`config.mk`:
```
export PLATFORM = sky130hd
export DESIGN_NAME = fp32_booth4_mul
export DESIGN_NICKNAME = d
export VERILOG_FILES = /design/src/rtl/fp32_booth4_mul.sv
export SDC_FILE = /design/constraint.sdc
export NUM_CORES = 1
export LEC_CHECK = 0
export ABC_AREA = 0
export CORE_MARGIN = 5
export CORE_UTILIZATION = 30
export DETAILED_ROUTE_END_ITERATION = 16
export SETUP_SLACK_MARGIN = 0.2
export SYNTH_ARGS = -nofsm -noshare
export SYNTH_HDL_FRONTEND = slang
export SYNTH_SLANG_ARGS = --single-unit
```
`constraint.sdc`:
```
create_clock -name clk -period 9.6 [get_ports clk]
set_clock_uncertainty 0.1 [all_clocks]
set_input_delay 1.44 -clock clk [delete_from_list [all_inputs] [get_ports clk]]
set_output_delay 1.44 -clock clk [all_outputs]
set_load 0.01 [all_outputs]
```
`src/rtl/fp32_booth4_mul.sv`:
```
// fp32_booth4_mul: iterative FP32 multiplier, one radix-4 Booth digit per cycle.
// Fixed 14-cycle latency from the accepting edge to done, round to nearest-even,
// denormal inputs and tiny results flush to zero.
// Optional build macro FP32_MUL_FLAGS_EN adds the 4-bit flags port
// {invalid, overflow, underflow, inexact}.
module fp32_booth4_mul (
    input  logic        clk,
    input  logic        rst,
    input  logic        start,
    input  logic [31:0] a,
    input  logic [31:0] b,
    output logic        busy,
    output logic        done,
    output logic [31:0] product
`ifdef FP32_MUL_FLAGS_EN
    ,
    output logic [3:0]  flags
`endif
);

    typedef enum logic [1:0] {IDLE, ITER, ROUND, DONE} state_t;

    state_t             state, state_nxt;
    logic [3:0]         cnt;
    logic [31:0]        a_reg, b_reg;
    logic signed [27:0] acc;
    logic [23:0]        low;
    logic               lost;      // OR of product bits shifted below the low register
    logic [26:0]        mplr;
    logic               accept;

    logic signed [27:0] ma_s, addend, sum;

    logic [45:0]        ph;
    logic               norm, g, r, s;
    logic [23:0]        mant;
    logic [24:0]        rnd;
    logic signed [9:0]  e;
    logic               sgn;
    logic               a_zero, b_zero, a_inf, b_inf, a_nan, b_nan;
    logic               invalid, is_inf, is_zero, ovf, unf;
    logic [31:0]        result;
`ifdef FP32_MUL_FLAGS_EN
    logic [3:0]         flags_nxt;
`endif

    // Nearest-even increment; bit 24 of the result is the mantissa carry-out
    function automatic logic [24:0] round_rne(input logic [23:0] m, input logic gb,
                                              input logic rb, input logic sb);
        return {1'b0, m} + {24'd0, gb & (rb | sb | m[0])};
    endfunction

    // Pack sign/exponent/fraction, saturating to inf above range and flushing to zero below
    function automatic logic [31:0] pack_sat(input logic sg, input logic signed [9:0] ex,
                                             input logic [22:0] frac);
        logic [31:0] res;
        if (ex >= 10'sd255)
            res = {sg, 8'hFF, 23'd0};
        else if (ex <= 10'sd0)
            res = {sg, 31'd0};
        else
            res = {sg, ex[7:0], frac};
        return res;
    endfunction

    assign accept = start && (state == IDLE || state == DONE);
    assign busy   = (state == ITER) || (state == ROUND);
    assign done   = (state == DONE);

    // State register
    always_ff @(posedge clk or negedge rst) begin
        if (!rst)
            state <= IDLE;
        else
            state <= state_nxt;
    end

    // Next-state logic; a start in DONE is treated exactly like a start in IDLE
    always_comb begin
        state_nxt = state;
        case (state)
            IDLE:    if (start) state_nxt = ITER;
            ITER:    if (cnt == 4'd12) state_nxt = ROUND;
            ROUND:   state_nxt = DONE;
            DONE:    state_nxt = start ? ITER : IDLE;
            default: state_nxt = IDLE;
        endcase
    end

    // Booth digit recode of the low three multiplier bits and accumulator add
    always_comb begin
        ma_s   = $signed({4'd0, 1'b1, a_reg[22:0]});
        addend = 28'sd0;
        case (mplr[2:0])
            3'b001, 3'b010: addend = ma_s;
            3'b011:         addend = ma_s <<< 1;
            3'b100:         addend = ~(ma_s <<< 1) + 28'sd1;
            3'b101, 3'b110: addend = ~ma_s + 28'sd1;
            default:        addend = 28'sd0;
        endcase
        sum = acc + addend;
    end

    // Normalize, round, exponent and special-case selection for the ROUND edge
    always_comb begin
        ph   = {acc[21:0], low};   // product bits [47:2]
        norm = ph[45];
        if (norm) begin
            mant = ph[45:22];
            g    = ph[21];
            r    = ph[20];
            s    = (|ph[19:0]) | lost;
        end else begin
            mant = ph[44:21];
            g    = ph[20];
            r    = ph[19];
            s    = (|ph[18:0]) | lost;
        end
        rnd = round_rne(mant, g, r, s);
        e   = $signed({2'b00, a_reg[30:23]}) + $signed({2'b00, b_reg[30:23]}) - 10'sd127
              + $signed({9'd0, norm}) + $signed({9'd0, rnd[24]});

        sgn     = a_reg[31] ^ b_reg[31];
        a_zero  = ~|a_reg[30:23];
        b_zero  = ~|b_reg[30:23];
        a_nan   = (&a_reg[30:23]) & (|a_reg[22:0]);
        b_nan   = (&b_reg[30:23]) & (|b_reg[22:0]);
        a_inf   = (&a_reg[30:23]) & ~(|a_reg[22:0]);
        b_inf   = (&b_reg[30:23]) & ~(|b_reg[22:0]);
        invalid = a_nan | b_nan | (a_inf & b_zero) | (b_inf & a_zero);
        is_inf  = ~invalid & (a_inf | b_inf);
        is_zero = ~invalid & ~is_inf & (a_zero | b_zero);
        ovf     = ~invalid & ~is_inf & ~is_zero & (e >= 10'sd255);
        unf     = ~invalid & ~is_inf & ~is_zero & (e <= 10'sd0);

        if (invalid)
            result = 32'h7FC00000;
        else if (is_inf)
            result = {sgn, 8'hFF, 23'd0};
        else if (is_zero)
            result = {sgn, 31'd0};
        else
            result = pack_sat(sgn, e, rnd[22:0]);

`ifdef FP32_MUL_FLAGS_EN
        flags_nxt = {invalid, ovf, unf,
                     ~invalid & ~is_inf & ~is_zero & (g | r | s | ovf | unf)};
`endif
    end

    // Operand capture, Booth iteration and result registration
    always_ff @(posedge clk or negedge rst) begin
        if (!rst) begin
            a_reg   <= '0;
            b_reg   <= '0;
            acc     <= '0;
            low     <= '0;
            lost    <= 1'b0;
            mplr    <= '0;
            cnt     <= '0;
            product <= '0;
`ifdef FP32_MUL_FLAGS_EN
            flags   <= '0;
`endif
        end else if (accept) begin
            a_reg <= a;
            b_reg <= b;
            acc   <= '0;
            low   <= '0;
            lost  <= 1'b0;
            mplr  <= {2'b00, 1'b1, b[22:0], 1'b0};
            cnt   <= '0;
        end else if (state == ITER) begin
            acc  <= sum >>> 2;
            low  <= {sum[1:0], low[23:2]};
            lost <= lost | (|low[1:0]);
            mplr <= mplr >> 2;
            cnt  <= cnt + 4'd1;
        end else if (state == ROUND) begin
            product <= result;
`ifdef FP32_MUL_FLAGS_EN
            flags   <= flags_nxt;
`endif
        end
    end

endmodule
```
# Word level (Yosys, flattened, before mapping)
# Index checks and enable logic that the tools add are counted.
# W data, S select, Z words.
[classes]
n_eq_ne = 12
n_lt_le_gt_ge = 2
mux = 24
n_reduce_logical = 20
add_sub_neg = 9
n_bitwise = 29
[ops]
columns = ["cell", "count"]
rows = [
  ["$mux W31", 4],
  ["$pmux W28 S4", 1],
  ["$mux W24", 3],
  ["$add A28 B2 Y28 const B", 2],
  ["$mux W28", 2],
  ["$mux W27", 2],
  ["$reduce_or A23 Y1", 2],
  ["$mux W32", 1],
  ["$add A28 B28 Y28", 1],
  ["$not A24 Y28", 1],
  ["$not A25 Y28", 1],
  ["$add A24 B1 Y25", 1],
  ["$add A10 B2 Y10", 2],
  ["$reduce_or A20 Y1", 1],
  ["$reduce_or A19 Y1", 1],
  ["$reduce_and A8 Y1", 2],
  ["$reduce_or A8 Y1", 2],
  ["$and A1 B1 Y1", 10],
  ["$ge A10 B9 Y1 const B", 1],
  ["$le A10 B1 Y1 const B", 1],
  ["$or A1 B1 Y1", 10],
  ["$sub A9 B7 Y10 const B", 1],
  ["$add A8 B8 Y9", 1],
  ["$eq A3 B3 Y1 const B", 3],
  ["other kinds (22)", 40],
]
[totals]
register_bits = 182
input_bits = 67
output_inout_bits = 34

# Logic depth before layout (Yosys ltp)
# Gate-level depths: netlist of the first run.
[depth]
depth_word = 14
ltp_mapped = 25
depth_no_buf = 20

# Worst setup path before layout of the first run
# OpenSTA, ideal clock, no wires.
[synth_path]
kind = "register -> register"
from = "register acc[21]"
to = "register product[10]"
setup_ns = 0.121
arrival_ns = 6.018
required_ns = 9.379
stages_incl_launch_ff = 26
synth_period_minus_slack_ns = 6.239
setup_slack_ns = 3.361
cell_sequence = "dfrtp_1 clkbuf_1 clkbuf_1 buf_1 clkbuf_1 clkbuf_1 mux2_2 ha_1 and3_1 and4_1 nor3b_1 nand2_1 nor3_1 o211ai_1 fa_1 inv_1 fa_1 a21o_1 a22oi_1 nor2b_1 xnor2_1 or4_1 o31ai_1 nor3_1 clkbuf_1 a22o_1"
[synth_between]
elab_chain_len = 12
elab_cells_between_ends = 17
[synth_rtl]
columns = ["item", "line", "text"]
rows = [
  ["start: declaration", "26", "logic signed [27:0] acc;"],
  ["start signal: assignment", "174", "acc <= sum >>> 2;"],
  ["$mux W1", "108", "if (norm) begin"],
  ["$or A1 B1 Y1 (2 in a row)", "50", "return {1'b0, m} + {24'd0, gb & (rb | sb | m[0])};"],
  ["$and A1 B1 Y1", "50", ""],
  ["$add A24 B1 Y25", "50", ""],
  ["$add A10 B2 Y10", "121", "+ $signed({9'd0, norm}) + $signed({9'd0, rnd[24]});"],
  ["$le A10 B1 Y1", "59", "else if (ex <= 10'sd0)"],
  ["$mux W31", "59", ""],
  ["$mux W31 *", "57", "if (ex >= 10'sd255)"],
  ["$mux W31 *", "140", "else if (is_zero)"],
  ["$mux W31 *", "138", "else if (is_inf)"],
  ["$mux W32 *", "136", "if (invalid)"],
  ["end signal: assignment", "180", "product <= result;"],
  ["end: declaration", "14", "output logic [31:0] product"],
]
# Mark *: on every way between the ends. The rest lies on a longest branch, timed or not.
# A chain may end at the register's enable or synchronous reset.

# Worst setup path in the final report of the first run
[layout_path]
from = "register acc[21]"
to = "register product[14]"
# The elaborated chain is that of the path after synthesis.

==> flow_summary.toml, run 1 <==
[timing]
worst_pin_slew_ns = 0.9716
grt_setup_unrepaired = "false"
max_freq_mhz = 183.8
tns_ns = 0
finalHoldViolCount = 0
setup_viol = 0
period_share_pct = 56.69
hold-worst-slack_ns = 0.3804
fin_ws_ns = 4.158
min_period_ns = 5.442
slew_headroom_pct = 35.22
drv_slew = 0

[clock_network]
path_clk_slew_ns = 0.07
numClockSinks = 178
cts-buffers-inserted = 17
clock_latency_ns = 0.44
cts_setup_buffers = 0
cts_tree = "yes"
h-tree-depth = 4
clk_path_buf_depth = 2
cts_root_buffer = "clkbuf_16"
postCtsHoldBufs = 0
cts_resized = 0

[final_layout]
postLayoutCellArea_sq_mm = 0.01330
nNetsFinal = 1465
drive_gt1_share_pct = 5.376
num-fill-cells = 3796
diodes = 0
finalNonFillerCells = 1832
syn_to_final_growth_pct = 18.31

[pwr]
p_sw_mw = 2.414
p_int_mw = 2.774
p_leak_nw = 5.950
powerDensity_mw_per_mm2 = 390.1
power_frac_seq_pct = 27.5
irDropWorstVdd_v = 0.0004813
clock_power_share_pct = 14.9
pwr-share-comb_pct = 57.7
p_sw_share_pct = 46.53

[synthesis]
synth-seq-cells = 178
ys_async_sr_fraction_pct = 100.0
syn_area_sq_mm = 0.01124
synth_top_family_by_area = "simple AND/OR/NAND/NOR gates"
synth_edf_count = 0
syn_inst = 1285
synth_top_area_share_pct = 39.62
synthMuxAreaShare_pct = 7.356
synth-xor-area-share_pct = 6.532
synth_top_area_cell = "dfrtp_1"
seq_area_frac_synth_pct = 39.62
avgSynthCellArea_sq_um = 8.750
syn_nets = 1405
synth_flop_cell = "dfrtp_1"
synth-simple-area-share_pct = 21.87
synth_adder_area_share_pct = 6.098
yosysWarnings = 0
synth_compound_area_share_pct = 15.03
synth.distinct_cells = 74
synth.area.top_cells = "dfrtp_1, nand2_1, mux2i_1, ha_1, xnor2_1"

[floorplan]
core_sq_mm = 0.03731
dieWidth_um = 203.6
std_cell_rows = 71
pin_count = 101
initial_utilization_pct = 30.13
fp.dieH_um = 203.6
die-area_sq_mm = 0.04145

[global_routing]
grt_first_pass_wirelength_mm = 48.51
global_route.usage.met2_pct = 22.41
grtUsageMet3_pct = 2.862
grt_pass1_vias = 8996
busiest_layer = "met2"
grt_util_all_layers_pct = 14.23
grt-ovfl-total = 0
gr-usage-met1_pct = 20.27
grt_max_degree = 79
antenna_found_initial = 0

[critical_path]
reg2reg_from = "acc[21]$_DFFE_PN0P_"
max_stage_delay_ns = 0.54
required_ns = 9.82
slowest_stage = "nor3b_1"
crit_arrival_ns = 5.67
crit_chain = "mux2i_1, nor2b_1, ha_1, and3_1, and4_1, nor3b_1, nand2_1, nor3_1, o211ai_1, fa_1, inv_1, fa_1, a21o_1, a22oi_1, nor2b_1, xnor2_1, or4_1, o31ai_1, nor3_2, buf_4, a32o_1"
r2r_setup_slack_ns = 4.16
r2r_cells = 21
cp_num_buf_inv = 2
worstSetupStartpointType = "flip-flop"
path_class = "reg -> reg"
r2r-end = "product[14]$_DFFE_PN0P_"
crit_family = "simple AND/OR/NAND/NOR gates"
crit_fanout = 22
cp-end-kind = "flip-flop"

[routing]
via_count = 9364
ant_nets = 0
first_pass_iters = 5
wl_per_cell_um = 16.18
drtIter0Drc = 497
wl_mm = 29.64
drc_errors = 0
vias_per_cell = 5.111

[min_path]
hp-start = "b_reg[12]$_DFFE_PN0P_"
worstHoldPathType = "reg -> reg"
hold_path_depth = 2
min_to = "b_reg[12]$_DFFE_PN0P_"

[placed_design]
gp_congestion = 0.9244
dp.cells = 1800
place.detailed.hpwl_mm = 21.56
io_buffers = 100
dp_slack_ns = 4.171
placed_cell_area_sq_mm = 0.01266

[outcome]
status = "finished clean"

[job]
cap_violations = 0
logic make-up (layout without fill, tap and decap cells):
kind of cell	Yosys count	in the layout
AND/OR/NAND/NOR	530	530
AO/OA/AOI/OAI	259	259
flip-flops	178	178
buffers and inverters	100	173
XOR/XNOR	83	83
multiplexers	82	82
adder cells (fa/ha/maj)	53	53
power groups by stage:
stage | clock network, mW | registers (mW) | logic, mW
4_1_cts | 0.794 | 1.42 | 3.01
3_5_place_dp | 0 | 1.44 | 2.99
6_report | 0.773 | 1.42 | 2.99
3_3_place_gp | 0 | 1.42 | 2.96
5_1_grt | 0.819 | 1.48 | 3.35
2_1_floorplan | 0 | 1.31 | 2.28
through the flow:
stage / total power [mW] / utilization, %
final: 5.188 / 35.65
after global routing: 5.644 / 35.65
after CTS: 5.224 / 35.65
after detailed placement: 4.426 / 33.94
after global placement: 4.382 / 33.94
after floorplan: 3.586 / -
synth_stat cells, types with 23 or more instances:
| master | instances |
|---|---|
| nor3_1 | 25 |
| nor2_1 | 97 |
| clkbuf_1 | 58 |
| xor2_1 | 30 |
| a21oi_1 | 48 |
| inv_1 | 30 |
| ha_1 | 50 |
| xnor2_1 | 52 |
| mux2i_1 | 77 |
| a22o_1 | 23 |
| nand3_1 | 26 |
| o21ai_0 | 85 |
| dfrtp_1 | 178 |
| nand2_1 | 258 |
area by class of cell:
type                    count  area [sq um]  area share, %
multi-input cells        1007          6424          48.29
flip-flops and latches    178          4454          33.49
clock buffers              17         425.4          3.198
repair buffers            110          1077          8.099
inverters                  31         116.4         0.8748
clock inverters            15         211.5          1.590
well taps                 474         593.1          4.459
worst min-delay path: cells and delay by family, from the launching register on:
family / cells / cell delay [ns]
DFF: 1 / 0.34
and+or+nand+nor: 2 / 0.11
layer usage:
metal / part of all wire (%) / wire, um / vias to the layer above
li1: - / - / 4659
met1: 48 / 14140 / 4474
met2: 46 / 13590 / 205
met3: 5.0 / 1485 / 26
met4: 1.4 / 427 / 0
met5: 0 / 0 / -
cells in the final DEF (no fill, tap or decap), drive strengths merged, types with 13 or more instances in the layout:
cell	instances
nand2	259
clkdlybuf4s50	99
or3	14
xor2	31
o21ai	86
inv	39
nor4	15
dfrtp	178
nand4	13
nor2	98
a22o	23
nand3	26
a21o	15
a21oi	48
mux2i	77
ha	50
xnor2	52
nor3	26
clkbuf	17
nor2b	13
worst max-delay path by stage:
stage | from | endpoint | slack, ns | cells past startpoint
final | acc[21]$_DFFE_PN0P_ | product[14]$_DFFE_PN0P_ | 4.16 | 21
after global routing | acc[21]$_DFFE_PN0P_ | product[26]$_DFFE_PN0P_ | 3.72 | 20
after CTS | acc[21]$_DFFE_PN0P_ | product[14]$_DFFE_PN0P_ | 4.15 | 21
after detailed placement | acc[21]$_DFFE_PN0P_ | product[26]$_DFFE_PN0P_ | 4.17 | 20
after global placement | acc[21]$_DFFE_PN0P_ | product[14]$_DFFE_PN0P_ | 4.20 | 21
after floorplan | acc[21]$_DFFE_PN0P_ | product[10]$_DFFE_PN0P_ | 3.36 | 25
Note: power is estimated with default switching activity, not from simulation.
==> inputs of run 2 (changes only) <==
- clock period: 9.6 -> 5.55 ns (I/O delays scaled with it)
==> run 2 against run 1 <==
Compared with the run above:
- register-to-register slack lost 3.7 ns
- wire length fell by 0.16%
- fmax is 7.5% higher
- core utilization grew 0.57 points
- via count down 0.19%
- flip-flop and latch count unchanged
- sequential power up 72%
- cell count increased by 0.60%
- worst hold slack worse by 0.21 ns
- critical path type unchanged
- global-route usage is 0.10 points lower
- largest power group unchanged
- total power is 77% higher
- design area increased by 1.6%
==> flow_summary.toml, run 2 (synthesis results as in run 1) <==
[outcome]
status = "finished clean"

[critical_path]
cp_num_buf_inv = 2
required_ns = 5.78
path_class = "reg -> reg"
cp-end-kind = "flip-flop"
crit_fanout = 22
crit_family = "simple AND/OR/NAND/NOR gates"
worstSetupStartpointType = "flip-flop"
crit_arrival_ns = 5.30
max_stage_delay_ns = 0.62
r2r_setup_slack_ns = 0.49
slowest_stage = "or4_1"
crit_chain = "mux2i_1, nor2b_1, ha_1, and3_1, and4_1, nor3b_4, nand2_1, nor3_4, o211ai_1, fa_1, inv_1, fa_1, a21o_1, a22oi_1, nor2b_1, xnor2_1, or4_1, o31ai_4, nor3_2, buf_4, a32o_1"

[placed_design]
io_buffers = 100
gp_congestion = 0.8893
place.detailed.hpwl_mm = 21.17

[routing]
drtIter0Drc = 564
wl_per_cell_um = 16.06
first_pass_iters = 5
via_count = 9346
drc_errors = 0
ant_nets = 0
vias_per_cell = 5.071
wl_mm = 29.59

[global_routing]
grt-ovfl-total = 0
grt_pass1_vias = 9117
antenna_found_initial = 1
grt_util_all_layers_pct = 14.13
grt_first_pass_wirelength_mm = 48.33
grt_max_degree = 146

[timing]
drv_slew = 0
worst_pin_slew_ns = 1.112
grt_setup_unrepaired = "false"
setup_viol = 0
slew_headroom_pct = 25.85
max_freq_mhz = 197.5
period_share_pct = 91.24
min_period_ns = 5.064
finalHoldViolCount = 0
tns_ns = 0
hold-worst-slack_ns = 0.1746

[pwr]
powerDensity_mw_per_mm2 = 677.7
irDropWorstVdd_v = 0.0003523
p_leak_nw = 6.068
clock_power_share_pct = 15.6
power_frac_seq_pct = 26.7
p_sw_mw = 4.163
p_int_mw = 4.995
pwr-share-comb_pct = 57.7
p_sw_share_pct = 45.46

[min_path]
worstHoldPathType = "in -> async"

[clock_network]
postCtsHoldBufs = 0
numClockSinks = 178
clk_path_buf_depth = 2
clock_latency_ns = 0.45
cts_tree = "yes"
h-tree-depth = 4
path_clk_slew_ns = 0.07
cts-buffers-inserted = 17
cts_root_buffer = "clkbuf_16"

[floorplan]
pin_count = 101
std_cell_rows = 71
die-area_sq_mm = 0.04145
initial_utilization_pct = 30.13
fp.dieH_um = 203.6
core_sq_mm = 0.03731
dieWidth_um = 203.6

[final_layout]
nNetsFinal = 1476
diodes = 0
drive_gt1_share_pct = 6.866
layout_common_cells = "nand2_1, dfrtp_1, clkdlybuf4s50_1"
syn_to_final_growth_pct = 20.19
layout_commonest_cell = "nand2_1"

[job]
cap_violations = 0
==> run 2: power groups by stage <==
stage                     Clock (mW)  Sequential [mW]  Combinational [mW]
after floorplan                    0             2.26                3.96
after global placement             0             2.45                5.16
after detailed placement           0             2.46                5.22
after CTS                       1.46             2.44                5.26
after global routing            1.51             2.53                5.92
final                           1.43             2.44                5.29
==> run 2: timing repair <==
item / 4_1_cts / 5_1_grt
endpoints found under the setup margin: 0 / 29
setup buffers: 0 / 3
gates resized for setup: 0 / 10
==> run 2: layout make-up <==
| class | instances | area [sq um] |
|---|---|---|
| clock buffers | 18 | 439.2 |
| flip-flops and latches | 178 | 4457 |
| inverters | 31 | 116.4 |
| fillers | 3754 | 23800 |
| repair buffers | 121 | 1172 |
| multi-input cells | 1007 | 6489 |
| well taps | 474 | 593.1 |
| clock inverters | 14 | 246.5 |
==> run 2: metrics by stage <==
step / area (sq um) / setup WS [ns] / power (mW) / util, % / instances
2_1_floorplan: 11280 / 0.2299 / 6.222 / - / 1285
3_3_place_gp: 12760 / 0.4830 / 7.605 / 34.20 / 1808
3_5_place_dp: 12760 / 0.3612 / 7.684 / 34.20 / 1808
4_1_cts: 13440 / 0.2882 / 9.164 / 36.03 / 1840
5_1_grt: 13510 / 0.1828 / 9.954 / 36.22 / 1843
6_report: 13510 / 0.4861 / 9.158 / 36.22 / 1843
==> run 2: worst reg2reg max path: stages, from the launching register on <==
cell	delay [ns]
dfrtp_2	0.44
mux2i_1	0.13
nor2b_1	0.13
ha_1	0.20
and3_1	0.25
and4_1	0.26
nor3b_4	0.26
nand2_1	0.12
nor3_4	0.24
o211ai_1	0.16
fa_1	0.41
inv_1	0.08
fa_1	0.21
a21o_1	0.15
a22oi_1	0.09
nor2b_1	0.15
xnor2_1	0.17
or4_1	0.62
o31ai_4	0.25
nor3_2	0.07
buf_4	0.21
a32o_1	0.24
==> run 2: layer usage <==
metal  part of all wire [%]  track usage [%]
met3                    3.8            2.560
met4                    1.4            3.276
met1                     49            20.13
met2                     46            22.47
met5                  0.068                0
==> run 2: final timing paths <==
path                       depth (start not counted)                    start                      end
max in group asynchronous                          2                      rst      low[20]$_DFFE_PN0P_
hold / removal                                     1                      rst     mplr[12]$_DFFE_PN0P_
hold reg to reg                                    2  product[31]$_DFFE_PN0P_  product[31]$_DFFE_PN0P_
setup reg to reg                                  21      acc[21]$_DFFE_PN0P_  product[14]$_DFFE_PN0P_
min in group clk                                   2  product[31]$_DFFE_PN0P_  product[31]$_DFFE_PN0P_
setup / recovery                                  21      acc[21]$_DFFE_PN0P_  product[14]$_DFFE_PN0P_
